**src/rtl/perspective_divide_seq_if.sv**
```systemverilog
// Vertex in, divider request/response and pixel out bundle
// for the perspective divide sequencer.
interface perspective_divide_seq_if #(
  parameter int WIDTH = 16,
  parameter int HW    = 9,
  parameter int VW    = 8
);
  logic                    valid_in;
  logic                    ready_out;
  logic signed [WIDTH-1:0] x_in;
  logic signed [WIDTH-1:0] y_in;
  logic signed [WIDTH-1:0] z_in;
  logic                    div_valid_out;
  logic signed [WIDTH-1:0] div_a_out;
  logic signed [WIDTH-1:0] div_b_out;
  logic                    div_busy_in;
  logic                    div_done_in;
  logic                    div_valid_in;
  logic                    div_zerodiv_in;
  logic                    div_overflow_in;
  logic signed [WIDTH-1:0] div_q_in;
  logic                    valid_out;
  logic                    ready_in;
  logic [HW-1:0]           px_out;
  logic [VW-1:0]           py_out;
  logic                    culled_out;

  modport master (
    input  valid_in, x_in, y_in, z_in,
    input  div_busy_in, div_done_in, div_valid_in,
    input  div_zerodiv_in, div_overflow_in, div_q_in,
    input  ready_in,
    output ready_out, div_valid_out, div_a_out, div_b_out,
    output valid_out, px_out, py_out, culled_out
  );

  modport slave (
    output valid_in, x_in, y_in, z_in,
    output div_busy_in, div_done_in, div_valid_in,
    output div_zerodiv_in, div_overflow_in, div_q_in,
    output ready_in,
    input  ready_out, div_valid_out, div_a_out, div_b_out,
    input  valid_out, px_out, py_out, culled_out
  );
endinterface

```
**src/rtl/perspective_divide_seq.sv**
```systemverilog
// Sequences x/z then y/z through a shared divider and maps
// the quotients to clamped, cull-flagged pixel coordinates.
module perspective_divide_seq #(
  parameter int WIDTH     = 16,
  parameter int FRAC_BITS = 14,
  parameter int HALF_W    = 160,
  parameter int HALF_H    = 90,
  parameter int HW        = $clog2(2*HALF_W),
  parameter int VW        = $clog2(2*HALF_H)
) (
  input logic clk_in,
  input logic rst_n_in,
  perspective_divide_seq_if.master bus
);

  localparam int PW = 2*WIDTH;
  localparam logic signed [PW-1:0] HW_C  = PW'(HALF_W);
  localparam logic signed [PW-1:0] HH_C  = PW'(HALF_H);
  localparam logic signed [PW-1:0] X_MAX = PW'(2*HALF_W-1);
  localparam logic signed [PW-1:0] Y_MAX = PW'(2*HALF_H-1);

  typedef enum logic [2:0] {
    IDLE, ISSUE_X, WAIT_X, ISSUE_Y, WAIT_Y, MAP, OUT
  } state_t;

  state_t state, next;

  logic signed [WIDTH-1:0] y_q, qx_q, qy_q, a_q, b_q;
  logic [HW-1:0] px_q, px_map;
  logic [VW-1:0] py_q, py_map;
  logic culled_q, ready_q, valid_q;
  logic cull_x, cull_y;
  logic accept, issue, div_fail, z_bad;
  logic signed [PW-1:0] prod_x, prod_y, sx, sy;

  assign z_bad    = bus.z_in[WIDTH-1] || (bus.z_in == '0);
  assign accept   = (state == IDLE) && bus.valid_in && ready_q;
  assign issue    = ((state == ISSUE_X) || (state == ISSUE_Y))
                    && !bus.div_busy_in;
  assign div_fail = bus.div_zerodiv_in || bus.div_overflow_in
                    || !bus.div_valid_in;

  assign bus.ready_out     = ready_q;
  assign bus.div_valid_out = issue;
  assign bus.div_a_out     = a_q;
  assign bus.div_b_out     = b_q;
  assign bus.valid_out     = valid_q;
  assign bus.px_out        = px_q;
  assign bus.py_out        = py_q;
  assign bus.culled_out    = culled_q;

  always_ff @(posedge clk_in or negedge rst_n_in) begin
    if (!rst_n_in) state <= IDLE;
    else           state <= next;
  end

  always_comb begin
    next = state;
    unique case (state)
      IDLE:    if (accept) next = z_bad ? OUT : ISSUE_X;
      ISSUE_X: if (issue) next = WAIT_X;
      WAIT_X:  if (bus.div_done_in) next = div_fail ? OUT : ISSUE_Y;
      ISSUE_Y: if (issue) next = WAIT_Y;
      WAIT_Y:  if (bus.div_done_in) next = div_fail ? OUT : MAP;
      MAP:     next = OUT;
      OUT:     if (valid_q && bus.ready_in) next = IDLE;
      default: next = IDLE;
    endcase
  end

  // Screen y grows downward, hence the subtraction for sy.
  always_comb begin
    prod_x = PW'(qx_q) * HW_C;
    prod_y = PW'(qy_q) * HH_C;
    sx     = (prod_x >>> FRAC_BITS) + HW_C;
    sy     = HH_C - (prod_y >>> FRAC_BITS);
    px_map = sx[HW-1:0];
    py_map = sy[VW-1:0];
    cull_x = 1'b0;
    cull_y = 1'b0;
    if (sx[PW-1]) begin
      px_map = '0;
      cull_x = 1'b1;
    end else if (sx > X_MAX) begin
      px_map = HW'(2*HALF_W-1);
      cull_x = 1'b1;
    end
    if (sy[PW-1]) begin
      py_map = '0;
      cull_y = 1'b1;
    end else if (sy > Y_MAX) begin
      py_map = VW'(2*HALF_H-1);
      cull_y = 1'b1;
    end
  end

  always_ff @(posedge clk_in or negedge rst_n_in) begin
    if (!rst_n_in) begin
      ready_q  <= 1'b0;
      valid_q  <= 1'b0;
      culled_q <= 1'b0;
      px_q     <= '0;
      py_q     <= '0;
      y_q      <= '0;
      qx_q     <= '0;
      qy_q     <= '0;
      a_q      <= '0;
      b_q      <= '0;
    end else begin
      ready_q <= (next == IDLE);
      if (accept) begin
        y_q      <= bus.y_in;
        a_q      <= bus.x_in;
        b_q      <= bus.z_in;
        culled_q <= z_bad;
        px_q     <= '0;
        py_q     <= '0;
      end
      if ((state == WAIT_X) && bus.div_done_in) begin
        if (div_fail) culled_q <= 1'b1;
        else begin
          qx_q <= bus.div_q_in;
          a_q  <= y_q;
        end
      end
      if ((state == WAIT_Y) && bus.div_done_in) begin
        if (div_fail) culled_q <= 1'b1;
        else          qy_q     <= bus.div_q_in;
      end
      if (state == MAP) begin
        px_q     <= px_map;
        py_q     <= py_map;
        culled_q <= cull_x || cull_y;
      end
      // Result appears one cycle after entering OUT.
      if ((state == OUT) && !valid_q)      valid_q <= 1'b1;
      else if (valid_q && bus.ready_in)    valid_q <= 1'b0;
    end
  end

endmodule
```
**src/flat_wrapper.sv**
```systemverilog
// flat-port wrapper written by rule: the top's interface ports become plain ports
module perspective_divide_seq_flat 
#(
  parameter int WIDTH     = 16,
  parameter int FRAC_BITS = 14,
  parameter int HALF_W    = 160,
  parameter int HALF_H    = 90,
  parameter int HW        = $clog2(2*HALF_W),
  parameter int VW        = $clog2(2*HALF_H)
)
  (clk_in, rst_n_in, bus_valid_in, bus_x_in, bus_y_in, bus_z_in, bus_div_busy_in, bus_div_done_in, bus_div_valid_in, bus_div_zerodiv_in, bus_div_overflow_in, bus_div_q_in, bus_ready_in, bus_ready_out, bus_div_valid_out, bus_div_a_out, bus_div_b_out, bus_valid_out, bus_px_out, bus_py_out, bus_culled_out);
  perspective_divide_seq_if #(.WIDTH(WIDTH), .HW(HW), .VW(VW)) bus_i ();
  input logic clk_in;
  input logic rst_n_in;
  input wire logic [$bits(bus_i.valid_in)-1:0] bus_valid_in;
  input wire logic [$bits(bus_i.x_in)-1:0] bus_x_in;
  input wire logic [$bits(bus_i.y_in)-1:0] bus_y_in;
  input wire logic [$bits(bus_i.z_in)-1:0] bus_z_in;
  input wire logic [$bits(bus_i.div_busy_in)-1:0] bus_div_busy_in;
  input wire logic [$bits(bus_i.div_done_in)-1:0] bus_div_done_in;
  input wire logic [$bits(bus_i.div_valid_in)-1:0] bus_div_valid_in;
  input wire logic [$bits(bus_i.div_zerodiv_in)-1:0] bus_div_zerodiv_in;
  input wire logic [$bits(bus_i.div_overflow_in)-1:0] bus_div_overflow_in;
  input wire logic [$bits(bus_i.div_q_in)-1:0] bus_div_q_in;
  input wire logic [$bits(bus_i.ready_in)-1:0] bus_ready_in;
  output wire logic [$bits(bus_i.ready_out)-1:0] bus_ready_out;
  output wire logic [$bits(bus_i.div_valid_out)-1:0] bus_div_valid_out;
  output wire logic [$bits(bus_i.div_a_out)-1:0] bus_div_a_out;
  output wire logic [$bits(bus_i.div_b_out)-1:0] bus_div_b_out;
  output wire logic [$bits(bus_i.valid_out)-1:0] bus_valid_out;
  output wire logic [$bits(bus_i.px_out)-1:0] bus_px_out;
  output wire logic [$bits(bus_i.py_out)-1:0] bus_py_out;
  output wire logic [$bits(bus_i.culled_out)-1:0] bus_culled_out;
  assign bus_i.valid_in = bus_valid_in;
  assign bus_i.x_in = bus_x_in;
  assign bus_i.y_in = bus_y_in;
  assign bus_i.z_in = bus_z_in;
  assign bus_i.div_busy_in = bus_div_busy_in;
  assign bus_i.div_done_in = bus_div_done_in;
  assign bus_i.div_valid_in = bus_div_valid_in;
  assign bus_i.div_zerodiv_in = bus_div_zerodiv_in;
  assign bus_i.div_overflow_in = bus_div_overflow_in;
  assign bus_i.div_q_in = bus_div_q_in;
  assign bus_i.ready_in = bus_ready_in;
  assign bus_ready_out = bus_i.ready_out;
  assign bus_div_valid_out = bus_i.div_valid_out;
  assign bus_div_a_out = bus_i.div_a_out;
  assign bus_div_b_out = bus_i.div_b_out;
  assign bus_valid_out = bus_i.valid_out;
  assign bus_px_out = bus_i.px_out;
  assign bus_py_out = bus_i.py_out;
  assign bus_culled_out = bus_i.culled_out;
  perspective_divide_seq #(.WIDTH(WIDTH), .FRAC_BITS(FRAC_BITS), .HALF_W(HALF_W), .HALF_H(HALF_H), .HW(HW), .VW(VW)) u_core (.clk_in(clk_in), .rst_n_in(rst_n_in), .bus(bus_i));
endmodule
```
**config.mk**
```make
export PLATFORM = sky130hd
export DESIGN_NAME = perspective_divide_seq_flat
export DESIGN_NICKNAME = d
export VERILOG_FILES = /design/src/rtl/perspective_divide_seq_if.sv /design/src/rtl/perspective_divide_seq.sv /design/src/flat_wrapper.sv
export SDC_FILE = /design/constraint.sdc
export NUM_CORES = 1
export LEC_CHECK = 0
export BUFFER_PORTS_ARGS = -buffer_cell sky130_fd_sc_hd__buf_2
export CAP_MARGIN = 20
export CORE_MARGIN = 4
export CORE_UTILIZATION = 45
export CTS_CLUSTER_DIAMETER = 120
export DETAILED_ROUTE_END_ITERATION = 8
export GPL_ROUTABILITY_DRIVEN = 0
export PLACE_DENSITY = 0.66
export SLEW_MARGIN = 40
export SYNTH_ARGS = -nofsm -noshare
export SYNTH_HDL_FRONTEND = slang
export SYNTH_SLANG_ARGS = --single-unit
```
**constraint.sdc**
```tcl
create_clock -name clk_in -period 6.2 [get_ports clk_in]
set_clock_uncertainty 0.2 [all_clocks]
set_input_delay 0.62 -clock clk_in [delete_from_list [all_inputs] [get_ports clk_in]]
set_output_delay 0.62 -clock clk_in [all_outputs]
set_load 0.01 [all_outputs]
```
==> summary.txt <==
Mean Syn Cell Area -> 10.8 um2
final WL -> 15.6 mm
critical path class -> reg -> reg
Metal-1 WL -> 6.98 mm
Crit Reg-Reg Endpoint -> u_core.bus.py_out[3]
commonest non-fill, non-tap cells in the layout -> buf_2 (124), dfrtp_1 (103), ha_1 (79), mux2_2 (65), inv_1 (58)
CTS buffer count -> 9
Die ar. -> 18000 um2
Die W -> 134 um
Worst R2R Setup Slack -> 0.73 ns
root buffer cell -> clkbuf_16
YS warnings -> 0
Hold Crit Class -> in -> async
most common cell after layout, fill and taps aside -> buf_2
hold-fix buffers at CTS -> 0
io pins -> 126
Die Ht -> 134 um
async set or reset register ratio after synthesis -> 100%
ANT cells -> 0
CP required -> 6.23 ns
FF-to-FF Start -> u_core.qy_q[7]
first-pass GRT wire length -> 27.0 mm
Final #Nets -> 966
initial antenna violation count -> 0
starting density of the core -> 46.5%
Placeable Area -> 15400 um2
maxcap violations -> 0
Post-DRT Antenna Nets -> 0
Least-Margin Pin Slew -> 0.679 ns
Mapped Area -> 7170 um2
setup TNS -> 0 ns
Top Metal Used -> met4
CP endpoint kind -> register
layout cells sized above 1 -> 30.3%
Syn Nets -> 842
Relative slew margins -> 54.7%
Vias/cell -> 5.21
status -> completed
WL/cell -> 15.5 um
DR iter-0 viols -> 231
Cells after Synth -> 663
Worst Reg2Reg Path Length in Cells -> 19
number of global-route vias before repair -> 5475
CP most frequent cell -> ha_1
post-synthesis sequential area ratio -> 36.0%
num rows -> 45
DR DRC count -> 0
Slew Limit Fails -> 0
CP peak stage delay -> 0.55 ns
1st-pass router iterations -> 4
H-tree level count -> 3
final setup vio count -> 0
largest net degree at the start of global routing -> 64
number of flops mapped to enable cells by yosys -> 0
Fmax -> 183 MHz
DR WL met3 -> 554 um
total congestion overflow -> 0
IO buf count -> 125
Final HPWL DP -> 12.5 mm
Critical Path AT -> 5.49 ns
cts repair resizes -> 0
Synth Flop Type -> dfrtp_1
CP max-delay cell -> fa_1
Tcrit/Tclk final -> 88.2%
RSZ-0062 raised after global routing -> false
CP Launch Point -> u_core.qy_q[7]
CP Max Fanout -> 8
post-synth cell types -> 69
DR WL met2 -> 7.66 mm
Layout area overhead -> 16.2%
Tmin final -> 5.47 ns
clock slew at reported path FFs -> 0.07 ns
via count -> 5220
Worst Setup Start Kind -> register
Tot GR Track Use -> 18.2%
Fin. Hold Viols -> 0
fill count -> 1401
maximum buffer depth of the clock tree -> 2
post-CTS setup buffer count -> 0
CTS tree -> yes
worst-skew pair later-pin latency -> 0.35 ns
Sink Count -> 103
worst path cell trace -> ha_1 > ha_1 > fa_1 > inv_1 > fa_1 > inv_1 > ha_1 > a21oi_1 > o21ai_1 > a22oi_4 > nand2_1 > a21oi_1 > xnor2_1 > ha_1 > o211ai_2 > or3_1 > a221oi_2 > nor3_4 > a32o_1
#FFs+latches synth -> 103
## sequential cells by signal (all words and copies together) (netlist names)
name and flops:
u_core.bus.valid_out 1, u_core.y_q 16, u_core.bus.div_a_out 16, u_core.state 3
u_core.bus.ready_out 1, u_core.bus.culled_out 1, u_core.bus.div_b_out 16, u_core.bus.px_out 9
u_core.qy_q 16, u_core.qx_q 16, u_core.bus.py_out 8
## worst max path at each step
stage	endpoint	slack [ns]	depth (start not counted)
6_report	u_core.bus.py_out[3]	0.73	19
5_1_grt	u_core.bus.py_out[5]	0.35	20
4_1_cts	u_core.bus.py_out[3]	0.73	19
3_5_place_dp	u_core.bus.py_out[5]	0.77	20
3_3_place_gp	u_core.bus.py_out[6]	0.94	19
2_1_floorplan	u_core.bus.py_out[2]	1.06	20
## synthesized netlist by cell type, drive strengths merged, types with 2 or more instances
| cell | n | share of area (%) |
|---|---|---|
| nand2b | 7 | 0.61 |
| xor2 | 9 | 1.2 |
| o21a | 5 | 0.52 |
| nand4 | 5 | 0.44 |
| o21ai | 30 | 2.2 |
| a22o | 2 | 0.24 |
| clkbuf | 17 | 0.89 |
| nand2 | 36 | 1.9 |
| nand3b | 2 | 0.21 |
| a211oi | 7 | 0.94 |
| xnor2 | 19 | 2.3 |
| inv | 58 | 3.0 |
| dfrtp | 103 | 36 |
| o21bai | 4 | 0.42 |
| a21o | 3 | 0.31 |
| and2 | 3 | 0.30 |
| a32o | 3 | 0.42 |
| a2111oi | 3 | 0.37 |
| a22oi | 5 | 0.79 |
| o211ai | 2 | 0.28 |
| nand3 | 11 | 0.77 |
| nor4 | 5 | 0.44 |
| nor3 | 13 | 1.7 |
| mux2 | 65 | 10 |
| nor2 | 49 | 2.7 |
| or3 | 3 | 0.26 |
| o31ai | 3 | 0.38 |
| fa | 27 | 7.5 |
| a31oi | 5 | 0.44 |
| a221o | 3 | 0.42 |
| or4 | 2 | 0.21 |
| mux2i | 17 | 2.4 |
| a21oi | 34 | 2.4 |
| a221oi | 2 | 0.33 |
| nor2b | 5 | 0.44 |
| ha | 79 | 14 |
## worst max-delay path: cells and delay by family (launching register included)
kind	cells	cell delay, ns
compound gates	7	1.56
xor+xnor	1	0.15
fa+ha+maj	6	2.29
buf+inv	2	0.09
flops	1	0.44
simple gates	3	0.59
## stage by stage
stage | hold slack, ns | utilization [%] | setup WS [ns] | cell area, um2 | std cells
finish | 0.0440 | 54.0 | 0.734 | 8330 | 1002
CTS | 0.0499 | 53.9 | 0.727 | 8320 | 1001
detailed placement | 0.265 | 52.1 | 0.767 | 8040 | 986
floorplan | 0.124 | - | 1.06 | 7170 | 663
global placement | 0.261 | 52.1 | 0.939 | 8040 | 986
global route | 0.0745 | 54.0 | 0.354 | 8330 | 1002
## metal layers
layer | GRT usage (%) | vias up
li1 | - | 2601
met1 | 24.0 | 2513
met2 | 30.2 | 83
met3 | 3.68 | 23
met4 | 5.83 | 0
met5 | 0 | -
## final cells by class
type                       count  area [um2]  share of cell area, %
clock buffer                   9         225                   2.70
tap                          211         264                   3.17
multi-input combinational    485        4320                   51.9
clock inverter                 6        57.6                  0.691
inverter                      58         218                   2.61
timing repair buffer         130         669                   8.03
sequential                   103        2580                   30.9
## cells by family after synthesis
logic type / count (synthesis) / synth area share [%]
XOR/XNOR: 28 / 3.53
buffers and inverters: 75 / 3.93
flip-flops: 103 / 36.0
AO/OA/AOI/OAI: 123 / 12.1
multiplexers: 82 / 12.6
adder cells (fa/ha/maj): 106 / 21.3
AND/OR/NAND/NOR: 146 / 10.6
Power is left out: the tool's default activity adds up to more than one toggle a clock period on the data nets, which glitch-free logic cannot reach.
